$ cat config.mk
export PLATFORM = sky130hd
export DESIGN_NAME = mac_operand_feeder
export DESIGN_NICKNAME = d
export VERILOG_FILES = /design/src/rtl/mac_operand_feeder.sv
export SDC_FILE = /design/constraint.sdc
export NUM_CORES = 1
export LEC_CHECK = 0
export BUFFER_PORTS_ARGS = -buffer_cell sky130_fd_sc_hd__buf_4
export CORE_MARGIN = 1.5
export CORE_UTILIZATION = 53
export CTS_CLUSTER_SIZE = 10
export DETAILED_ROUTE_END_ITERATION = 10
export GPL_TIMING_DRIVEN = 0
export PLACE_DENSITY = 0.8
export SYNTH_ARGS = -nofsm -noshare
export SYNTH_HDL_FRONTEND = slang
export SYNTH_SLANG_ARGS = --single-unit
$ cat constraint.sdc
create_clock -name clk -period 5.77 [get_ports clk]
set_clock_uncertainty 0.2 [all_clocks]
set_input_delay 0.8655 -clock clk [delete_from_list [all_inputs] [get_ports clk]]
set_output_delay 0.8655 -clock clk [all_outputs]
set_load 0.1 [all_outputs]
$ cat src/rtl/mac_operand_feeder.sv
// mac_operand_feeder
//   Transmit-side front end for the 32x32 MAC. Operand pairs are buffered in a
//   small FIFO. A run clears the MAC accumulator, issues exactly vec_len pairs
//   (zero pairs fill any gap while the FIFO is empty), waits for the MAC
//   pipeline to drain, then captures the 65-bit accumulator as the result.
//
// Ports
//   clk, reset          system clock; asynchronous active-low reset
//   in_valid/in_ready   operand-pair handshake into the FIFO (in_a, in_b)
//   start, vec_len      begin a run of vec_len pairs (sampled only in IDLE)
//   busy                high whenever a run is in progress
//   mac_clr             one-cycle accumulator clear to the MAC
//   multiplicand,
//   multiplier          registered operands to the MAC
//   accumulator_in      MAC accumulator output
//   result,
//   result_valid, done  captured dot product and its one-cycle pulse
//
// state | meaning
// ------+-----------------------------------------------------------
// IDLE  | waiting for start, operands held at zero
// CLEAR | mac_clr asserted for this single cycle
// ISSUE | pop one pair per cycle when available, else issue a bubble
// DRAIN | wait MAC_LAT+1 cycles, capture accumulator on the last one

module mac_operand_feeder #(
  parameter int DEPTH   = 8,
  parameter int LEN_W   = 8,
  parameter int MAC_LAT = 1
) (
  input  logic             clk,
  input  logic             reset,
  input  logic             in_valid,
  output logic             in_ready,
  input  logic [31:0]      in_a,
  input  logic [31:0]      in_b,
  input  logic             start,
  input  logic [LEN_W-1:0] vec_len,
  output logic             busy,
  output logic             mac_clr,
  output logic [31:0]      multiplicand,
  output logic [31:0]      multiplier,
  input  logic [64:0]      accumulator_in,
  output logic [64:0]      result,
  output logic             result_valid,
  output logic             done
);

  localparam int AW = $clog2(DEPTH);
  // Wide enough to hold MAC_LAT, and at least one bit even when MAC_LAT is 0.
  localparam int DW = $clog2(MAC_LAT + 2);

  localparam logic [1:0] ST_IDLE  = 2'd0;
  localparam logic [1:0] ST_CLEAR = 2'd1;
  localparam logic [1:0] ST_ISSUE = 2'd2;
  localparam logic [1:0] ST_DRAIN = 2'd3;

  localparam logic [AW:0]    FULL_CNT  = (AW + 1)'(DEPTH);
  localparam logic [DW-1:0]  DRAIN_LD  = DW'(MAC_LAT);

  logic [1:0]       state;
  logic [LEN_W-1:0] len_q;
  logic [LEN_W-1:0] issue_cnt;
  logic [LEN_W-1:0] issue_nxt;
  logic [DW-1:0]    drain_cnt;

  logic [31:0]      mem_a [DEPTH];
  logic [31:0]      mem_b [DEPTH];
  logic [AW-1:0]    wr_ptr;
  logic [AW-1:0]    rd_ptr;
  logic [AW:0]      count;
  logic             empty;
  logic             full;
  logic             push;
  logic             pop;

  assign empty     = (count == '0);
  assign full      = (count == FULL_CNT);
  assign in_ready  = !full;
  assign push      = in_valid && in_ready;
  assign pop       = (state == ST_ISSUE) && !empty;
  assign issue_nxt = issue_cnt + LEN_W'(1);

  assign busy    = (state != ST_IDLE);
  assign mac_clr = (state == ST_CLEAR);
  assign done    = result_valid;

  // Storage has no reset; the pointers and count define what is valid.
  always_ff @(posedge clk) begin
    if (push) begin
      mem_a[wr_ptr] <= in_a;
      mem_b[wr_ptr] <= in_b;
    end
  end

  always_ff @(posedge clk or negedge reset) begin
    if (!reset) begin
      wr_ptr <= '0;
      rd_ptr <= '0;
      count  <= '0;
    end else begin
      if (push) wr_ptr <= wr_ptr + AW'(1);
      if (pop)  rd_ptr <= rd_ptr + AW'(1);
      case ({push, pop})
        2'b10:   count <= count + (AW + 1)'(1);
        2'b01:   count <= count - (AW + 1)'(1);
        default: count <= count;
      endcase
    end
  end

  // Operands are nonzero only in the cycle after a pop; everything else is a
  // zero pair, which adds nothing to the MAC sum.
  always_ff @(posedge clk or negedge reset) begin
    if (!reset) begin
      multiplicand <= '0;
      multiplier   <= '0;
    end else if (pop) begin
      multiplicand <= mem_a[rd_ptr];
      multiplier   <= mem_b[rd_ptr];
    end else begin
      multiplicand <= '0;
      multiplier   <= '0;
    end
  end

  always_ff @(posedge clk or negedge reset) begin
    if (!reset) begin
      state        <= ST_IDLE;
      len_q        <= '0;
      issue_cnt    <= '0;
      drain_cnt    <= '0;
      result       <= '0;
      result_valid <= 1'b0;
    end else begin
      result_valid <= 1'b0;
      case (state)
        ST_IDLE: begin
          if (start) begin
            len_q     <= vec_len;
            issue_cnt <= '0;
            state     <= ST_CLEAR;
          end
        end
        ST_CLEAR: begin
          if (len_q != '0) begin
            state <= ST_ISSUE;
          end else begin
            drain_cnt <= DRAIN_LD;
            state     <= ST_DRAIN;
          end
        end
        ST_ISSUE: begin
          if (pop) begin
            issue_cnt <= issue_nxt;
            if (issue_nxt == len_q) begin
              drain_cnt <= DRAIN_LD;
              state     <= ST_DRAIN;
            end
          end
        end
        ST_DRAIN: begin
          // Terminal count: the last operand pair has reached the accumulator.
          if (drain_cnt == '0) begin
            result       <= accumulator_in;
            result_valid <= 1'b1;
            state        <= ST_IDLE;
          end else begin
            drain_cnt <= drain_cnt - DW'(1);
          end
        end
        default: state <= ST_IDLE;
      endcase
    end
  end

endmodule
After elaboration in Yosys (flattened, before gate mapping):

Memories as Yosys holds them, arrays and structs flattened.
Index checks and enable logic that the tools add are counted.

* memory bits (read-only): 0
* output and inout port bits: 134
* latch bits: 0
* memory bits (writable): 512
* word-level logic and storage cells: 70
* register bits: 160
* bits of input ports: 141
* memories kept: 2

* mux-type cells: 21
* shifts and indexed selects: 0
* magnitude comparators: 0
* reduce and logical (&&, ||, !) cells: 17
* add/sub/neg operators: 6
* bitwise gates (word level): 0
* $mul: 0
* equal/unequal tests: 13
* div/mod/pow operators: 0

Memory list
* mem_a: words 8, bits a word 32, rd ports 1, clocked after Yosys merged registers in 0, wr ports 1, RTL line 67 `logic [31:0] mem_a [DEPTH];`
* mem_b: words 8, bits a word 32, rd ports 1, clocked after Yosys merged registers in 0, wr ports 1, RTL line 68 `logic [31:0] mem_b [DEPTH];`

Operators by type and width (number)
* $mux W32: 2
* $mux W2: 8
* $mux W8: 2
* $pmux W8 S2: 1
* $ne A2 B2 Y1 const B: 5
* $add A8 B1 Y8 const B: 1
* $eq A8 B8 Y1: 1
* $pmux W2 S4: 1
* $pmux W4 S2: 1
* $reduce_bool A8 Y1: 1
* $add A3 B1 Y3 const B: 2
* $eq A2 B2 Y1 const B: 3
* $pmux W2 S3: 1
* $reduce_bool A2 Y1: 3
* $mux W1: 5
* $reduce_and A5 Y1: 1
* $add A4 B1 Y4 const B: 1
* $eq A2 B1 Y1 const B: 2
* $eq A4 B4 Y1 const B: 1
* $logic_not A2 Y1: 2
* $logic_not A4 Y1: 1
* $reduce_and A2 Y1: 2
* $reduce_and A4 Y1: 1
* $sub A4 B1 Y4 const B: 1
* other kinds (6): 8

Depth between registers and ports, before layout:

Gate-level depths: netlist of run 1.

* word-level depth: 5
* mapped depth: 11
* depth with buffers taken out: 11

Worst setup path before layout of run 1:

OpenSTA, ideal clock, no wires.

* kind: register to register
* start point: register count[0]
* end point: memory mem_a[0][0], enable pin
* setup time: 0.565 ns
* buffers on the path: 0
* slack: -1.110 ns
* data required time: 5.005 ns
* cell stages (with the launch flop): 6
* clock period less this slack: 6.880 ns
* data arrival time: 6.115 ns
* cell sequence: dfrtp_1 > nor3_1 > nand2_1 > nand2_1 > or2_2 > nor3_1

* longest elaborated chain between the ends: 5

RTL lines
* start: declaration: RTL line 71 `logic [AW:0] count;`
* start signal: assignment: RTL line 105 `2'b10: count <= count + (AW + 1)'(1);`
* start signal: assignment: RTL line 106 `2'b01: count <= count - (AW + 1)'(1);`
* start signal: assignment: RTL line 107 `default: count <= count;`
* $eq A4 B4 Y1: RTL line 78 `assign full = (count == FULL_CNT);`
* $logic_not A1 Y1: RTL line 79 `assign in_ready = !full;`
* via in_ready: RTL line 34 `output logic in_ready,`
* $logic_and A1 B1 Y1: RTL line 80 `assign push = in_valid && in_ready;`
* $mux W1: RTL line 90 `if (push) begin`
* $mux W1 (implied by the code): RTL line 91 `mem_a[wr_ptr] <= in_a;`
* end: declaration: RTL line 67

The timed path passes the listed nets, and every way through them passes these cells.

Worst setup path in the final report of run 1:

* start point: register count[1]
* end point: register multiplier[22]

* longest elaborated chain between the ends: 4

RTL lines
* $logic_not A4 Y1: RTL line 77 `assign empty = (count == '0);`
* $logic_not A1 Y1: RTL line 81 `assign pop = (state == ST_ISSUE) && !empty;`
* $logic_and A1 B1 Y1: RTL line 81
* $mux W32: RTL line 118 `end else if (pop) begin`
* end signal: assignment: RTL line 120 `multiplier <= mem_b[rd_ptr];`
* end: declaration: RTL line 42 `output logic [31:0] multiplier,`

Every way passes these cells.
A chain may end at the register's enable or synchronous reset.

==> results.yml, run 1 <==
status:
  outcome: "finished clean"
synthesis:
  yosysSeqAreaShare_pct: 76.6
  synth_top_area_share_pct: 60.8
  ys_ff_latch: 672
  synth_area_per_cell_um2: 20.8
  async_flop_share_pct: 23.8
  synth_edf_count: 512
  synthTopCellsByArea: "edfxtp_1, dfrtp_1, mux4_2"
  ys.flop_type: "edfxtp_1"
  synth_top_cell_by_area: "edfxtp_1"
  synth_warnings: 0
  syn_area_um2: 25300
  synth_cell_types: 54
  synth_cells: 1218
  syn-num-nets: 1372
cells_and_area:
  regArea_um2: 19400
  fin_cells: 2259
  fillers: 3002
  area_growth_pct: 22.2
  nNetsFinal: 1747
  multi_input_area_um2: 5680
  layout-drive-gt1-share_pct: 37.5
pwr:
  net-switching-power_w: 0.00752
  ir_drop_mv: 0.518
  p_int_w: 0.0112
  sw_frac_of_total_pct: 40.2
  power.leakage_nw: 11.4
  power_frac_comb_pct: 41.0
  power.share.clock_pct: 23.3
  pwr_density_cell_nw_per_um2: 605
  sequentialPowerShare_pct: 35.7
cts:
  clock_path_buffers: 3
  post_cts_resized: 0
  worstSkewPairLatency_ps: 610
  cts.sinks: 672
  tritoncts: "done"
  clkSlewWorstSetupHoldPaths_ps: 50
  hold_buffers: 0
  cts-root-buf: "clkbuf_16"
  htree_levels: 3
  cts_buffers: 77
  post_cts_buffers: 0
global_routing:
  grt_max_degree: 90
  gr-total-overflow: 0
  grt_usage_pct: 23.4
  grt_pass1_vias: 13726
  grt_first_pass_wirelength_um: 84900
  antenna_found_initial: 8
timing:
  slew_violations: 0
  fin_crit_sh_pct: 54.1
  rsz0062_at_grt: "no"
  relSlewSlack_pct: 16.3
  tightest_slew_ps: 1240
  hold_viol: 0
  period_needed_ps: 3120
  holdWs_ps: 45.4
  fmax_ghz: 0.321
  setup_viol: 0
  worst_slack_ps: 2650
  fin_tns_setup_ps: 0
die:
  num_rows: 79
  design.core.area_um2: 46900
  io_pins: 275
  initial_utilization_pct: 54.0
  die_y_um: 221
  die_area_um2: 49000
  die_w_um: 221
routing:
  drt-pass1-iter-count: 5
  drt_iter0_drc: 992
  drc: 0
  wirelength_um: 56600
  num_vias: 13007
  drtAntennaViolNets: 0
  vias_per_cell: 5.76
  routedWlPerCell_um: 25.1
setup_path:
  critPathRequiredTime_ps: 6020
  critPathLaunchType: "flop"
  path_class: "flop to flop"
  critPathArrivalTime_ps: 3370
  crit_slowest_cell: "clkbuf_1"
  cp_max_fo: 10
  slowest_delay_ps: 710
  reg2reg_depth: 5
  worstPathCellList: "or4_1 > nand2_1 > clkbuf_1 > buf_1 > nor2_1"
  critPathCaptureType: "flop"
placement:
  dp_slack_ps: 2510
  dp.cells: 2121
  dpl.hpwl_um: 35500
  place.gp.congestion: 0.945
  io_buffers: 274
run:
  cap_violations: 0
hold_path:
  hold_class: "input pin to asynchronous set/reset pin"
[synthesized netlist by cell type, drive strengths merged (2+ instances only)]
master   instances
nand2           25
edfxtp         512
nand2b           4
o21ai           14
o2111ai          2
ha              12
mux2            76
dfrtp          160
and4             2
a22o             3
nand4            2
a211o            2
o31ai            3
clkbuf          28
xor2             5
a21boi           2
a31oi            2
nand3            9
a21oi            5
and3             2
mux2i           65
buf             29
mux4           128
xnor2            9
inv             12
nor3             5
nor4             5
nor2            77
and2             3
[power groups by stage]
stage               Clock (W)  Combinational, W  Sequential [W]
floorplan                   0           0.00284         0.00957
global placement            0           0.00740         0.00681
detailed placement          0           0.00769         0.00676
CTS                   0.00444           0.00774         0.00669
global route          0.00464           0.00799         0.00678
finish                0.00436           0.00766         0.00669
[metal layers]
layer | track usage, % | part of all wire, %
met1 | 30.0 | 39
met2 | 38.9 | 50
met3 | 6.04 | 8.4
met4 | 8.97 | 2.6
met5 | 0 | 0.13
[cell type report]
| type | instances | area share [%] |
|---|---|---|
| flip-flops and latches | 672 | 62.7 |
| multi-input cells | 477 | 18.4 |
| repair buffers | 296 | 8.26 |
| clock buffers | 131 | 7.03 |
| well taps | 607 | 2.46 |
| plain buffers | 57 | 0.850 |
| clock inverters | 5 | 0.186 |
| inverters | 12 | 0.146 |
| diodes | 2 | 0.0162 |
[final timing paths]
kind                            startpoint        endpoint  slack, ps
worst max register to register    count[1]  multiplier[22]       2650
worst min register to register  result[58]      result[58]        310
min in group clk                  in_b[23]    mem_b[0][23]        290
worst max-delay path              count[1]  multiplier[22]       2650
worst min-delay path                 reset      result[27]         50
max in group asynchronous            reset  multiplier[13]       4490
[through the flow]
step                total power, W  cell area, um^2  util (%)
floorplan                   0.0124            25300         -
global placement            0.0142            28100      60.0
detailed placement          0.0145            28700      61.2
CTS                         0.0189            30900      66.0
global route                0.0194            30900      66.0
finish                      0.0187            30900      66.0
[cells by family (layout without fill, tap and decap cells)]
logic type	after synthesis	count (layout)	share of synthesized area (%)
other	0	2	0
flip-flops	672	672	76.6
XOR/XNOR	14	14	0.485
AND/OR/NAND/NOR	142	142	2.56
multiplexers	269	269	17.4
buffers and inverters	69	501	1.22
AO/OA/AOI/OAI	39	39	1.10
adder cells (fa/ha/maj)	13	13	0.673
[layout by cell type (no fill, tap or decap), types with 3 or more instances in the layout]
cell / count
ha_1: 12
nor2_1: 71
nor2_4: 6
dfrtp_1: 160
clkbuf_1: 79
buf_1: 12
inv_1: 12
nor3_1: 3
buf_12: 12
nand3_1: 8
xnor2_1: 9
mux2_2: 75
buf_8: 3
a22o_1: 3
o31ai_1: 3
buf_2: 13
buf_16: 8
clkbuf_16: 79
xor2_1: 5
mux2i_1: 65
mux4_2: 128
nand2_1: 25
o21ai_0: 13
edfxtp_1: 512
a21oi_1: 5
nor4_1: 4
buf_4: 275
nand2b_1: 4
[registers in the layout (all words and copies together), names as in the netlist]
name          cells
count             4
done              1
drain_cnt         2
issue_cnt         8
len_q             8
mem_a           256
mem_b           256
multiplicand     32
multiplier       32
rd_ptr            3
result           65
state             2
wr_ptr            3
[critical path: cells and delay by family (launching register included)]
family	cells	cell delay [ps]
buf+inv	2	1240
flops	1	430
simple gates	3	1080
Note: power is estimated with default switching activity, not from simulation.
==> run 2: changes to the inputs <==
Settings changed: ABC_AREA set to 1, CORE_UTILIZATION 53 to 55, PLACE_DENSITY 0.8 to 0.79.
Clock period 5.77 ns to 3.1 ns, I/O delays scaled along.
==> results.yml, run 2 <==
status:
  outcome: "finished clean"
placement:
  dp_slack_ps: -263
  io_buffers: 274
  placed_cell_area_um2: 28900
  place.gp.congestion: 0.856
  dpl.hpwl_um: 42600
timing:
  slew_violations: 0
  setup_viol: 0
  fin_crit_sh_pct: 93.1
  tightest_slew_ps: 873
  relSlewSlack_pct: 41.6
  fmax_ghz: 0.347
  hold_viol: 0
  period_needed_ps: 2890
  fin_tns_setup_ps: 0
  worst_slack_ps: 214
  rsz0062_at_grt: "no"
setup_path:
  path_buf_inv: 3
  r2r_setup_slack_ps: 210
  path_common_cell: "nor2_1"
  crit_slowest_cell: "dfrtp_1"
  reg2reg_to: "count[3]"
  cp-startpoint: "state[0]"
  reg2reg_depth: 14
  critPathLaunchType: "flop"
  critPathArrivalTime_ps: 3190
  cp_max_fo: 19
  crit_family: "adder cells"
  slowest_delay_ps: 430
  path_class: "flop to flop"
  regToRegStartpoint: "state[0]"
  worstPathCellList: "inv_1 > ha_2 > nand2_2 > inv_4 > buf_6 > ha_1 > ha_1 > nand2_1 > nor2_1 > a211oi_2 > nor2_1 > nor2_1 > nand2_1 > xor2_1"
  critPathCaptureType: "flop"
  critPathRequiredTime_ps: 3410
pwr:
  ir_drop_mv: 1.09
  power.leakage_nw: 12.5
  power_frac_comb_pct: 44.7
  net-switching-power_w: 0.0172
  sw_frac_of_total_pct: 45.9
  sequentialPowerShare_pct: 33.2
  p_int_w: 0.0203
  pwr_density_cell_nw_per_um2: 1150
  power.share.clock_pct: 22.0
synthesis:
  async_flop_share_pct: 23.8
  syn-num-nets: 2193
  synth_cells: 2039
  synth_edf_count: 512
  synthTopCellsByArea: "edfxtp_1, dfrtp_1, nor2_1"
  syn_area_um2: 25700
  synth_area_per_cell_um2: 12.6
  synth_cell_types: 35
  yosysSeqAreaShare_pct: 75.5
  synth_top_area_share_pct: 59.9
  synthTopCellsByCount: "edfxtp_1, nor2_1, o21ai_0, nand2_1, dfrtp_1"
  synth_most_common_cell: "edfxtp_1"
  ys_ff_latch: 672
  synth_top_cell_by_area: "edfxtp_1"
  synth_warnings: 0
  ys.flop_type: "edfxtp_1"
global_routing:
  grt_max_degree: 121
  grt_pass1_vias: 18573
  grt_first_pass_wirelength_um: 103000
  gr-total-overflow: 0
  antenna_found_initial: 3
  grt_usage_pct: 28.6
cts:
  cts.sinks: 672
  cts_buffers: 77
  cts-root-buf: "clkbuf_16"
  htree_levels: 3
  post_cts_buffers: 0
  worstSkewPairLatency_ps: 630
  clkSlewWorstSetupHoldPaths_ps: 50
  tritoncts: "done"
  clock_path_buffers: 3
die:
  io_pins: 275
  die_w_um: 219
  die_y_um: 219
  die_area_um2: 48000
  initial_utilization_pct: 56.2
  design.core.area_um2: 45700
  num_rows: 78
routing:
  num_vias: 18643
  drc: 0
  routedWlPerCell_um: 21.5
  wirelength_um: 69100
  drt_iter0_drc: 2053
  drt-pass1-iter-count: 6
  drtAntennaViolNets: 0
  vias_per_cell: 5.81
cells_and_area:
  multi_input_area_um2: 5620
  reg.largest.list: "mem_a (256), mem_b (256), result (65)"
  area_growth_pct: 26.9
  n_antenna_cell: 0
  mostFrequentLayoutCells: "edfxtp_1, nor2_1, buf_4"
  regArea_um2: 19400
  nNetsFinal: 2700
  layout-drive-gt1-share_pct: 17.4
  layout_commonest_cell: "edfxtp_1"
  utilization_pct: 71.4
  fin_area_um2: 32600
  fillers: 2813
run:
  cap_violations: 0
hold_path:
  hp-start: "in_valid"
  min_to: "wr_ptr[0]"
  hold_class: "input pin to flop"
  hold-path-cell-count: 4
[run 2: changes by cell type in the layout (fill, tap and decap cells not counted), sizes merged, moves of 67 or more]
cell	previous run	this run
nand2	25	261
dlygate4sd3	0	138
mux2	76	2
o22ai	0	67
o21ai	14	331
nor2	77	420
mux4	128	0
[run 2: final cells by class]
class	count	area share (%)
well taps	600	2.30
plain buffers	120	1.83
flip-flops and latches	672	59.5
inverters	40	0.468
clock buffers	135	6.71
repair buffers	429	11.7
clock inverters	5	0.284
multi-input cells	1206	17.3
[run 2: timing repair]
action | in CTS | in global routing
setup endpoints to repair | 2 | 1
endpoints found under the hold margin | 625 | 0
hold buffers | 138 | 0
gates resized for setup | 1 | 4
[run 2: cells by family after synthesis]
logic type                 after synthesis  synth area share (%)
DFF                                    672                  75.5
AOI/OAI and AO/OA                      471                  9.85
buffers and inverters                  161                  2.91
adders and majority gates               13                 0.663
muxes                                    2                0.0877
xor gates and xnor gates                 8                 0.273
and+or+nand+nor                        712                  10.7
[run 2: per-stage QoR]
step / total power (W) / hold WS [ps] / cells
after detailed placement: 0.0289 / 175 / 2930
after global routing: 0.0390 / 88.1 / 3207
final: 0.0376 / 51.4 / 3207
after floorplan: 0.0242 / -30.6 / 2039
after global placement: 0.0284 / 262 / 2913
after CTS: 0.0374 / 33.7 / 3207
[run 2: power by group through the flow]
stage,combinational [W],sequential [W],clock (W)
after floorplan,0.00565,0.0185,0
after global placement,0.0158,0.0126,0
after detailed placement,0.0164,0.0126,0
after CTS,0.0167,0.0124,0.00835
after global routing,0.0177,0.0126,0.00873
final,0.0168,0.0125,0.00829
[run 2: tightest hold or removal path, cell delays in order]
cell     delay (ps)
buf_4           100
nand2_1         120
nand2_1          90
nand2_1          50
[run 2: worst max path at each step]
stage,to,cells past startpoint,slack [ps]
after floorplan,mem_a[0][0],5,70
after global routing,count[3],14,20
after detailed placement,count[3],15,-260
final,count[3],14,210
after CTS,count[3],14,10
after global placement,mem_b[7][23],5,-340
[run 2: routing by layer]
layer	track usage (%)	routed length, um	vias to the layer above
met2	49.0	34000	1210
met4	12.1	2160	6
met5	0	35	-
met1	35.4	26100	8983
met3	6.02	6730	178
li1	-	-	8266
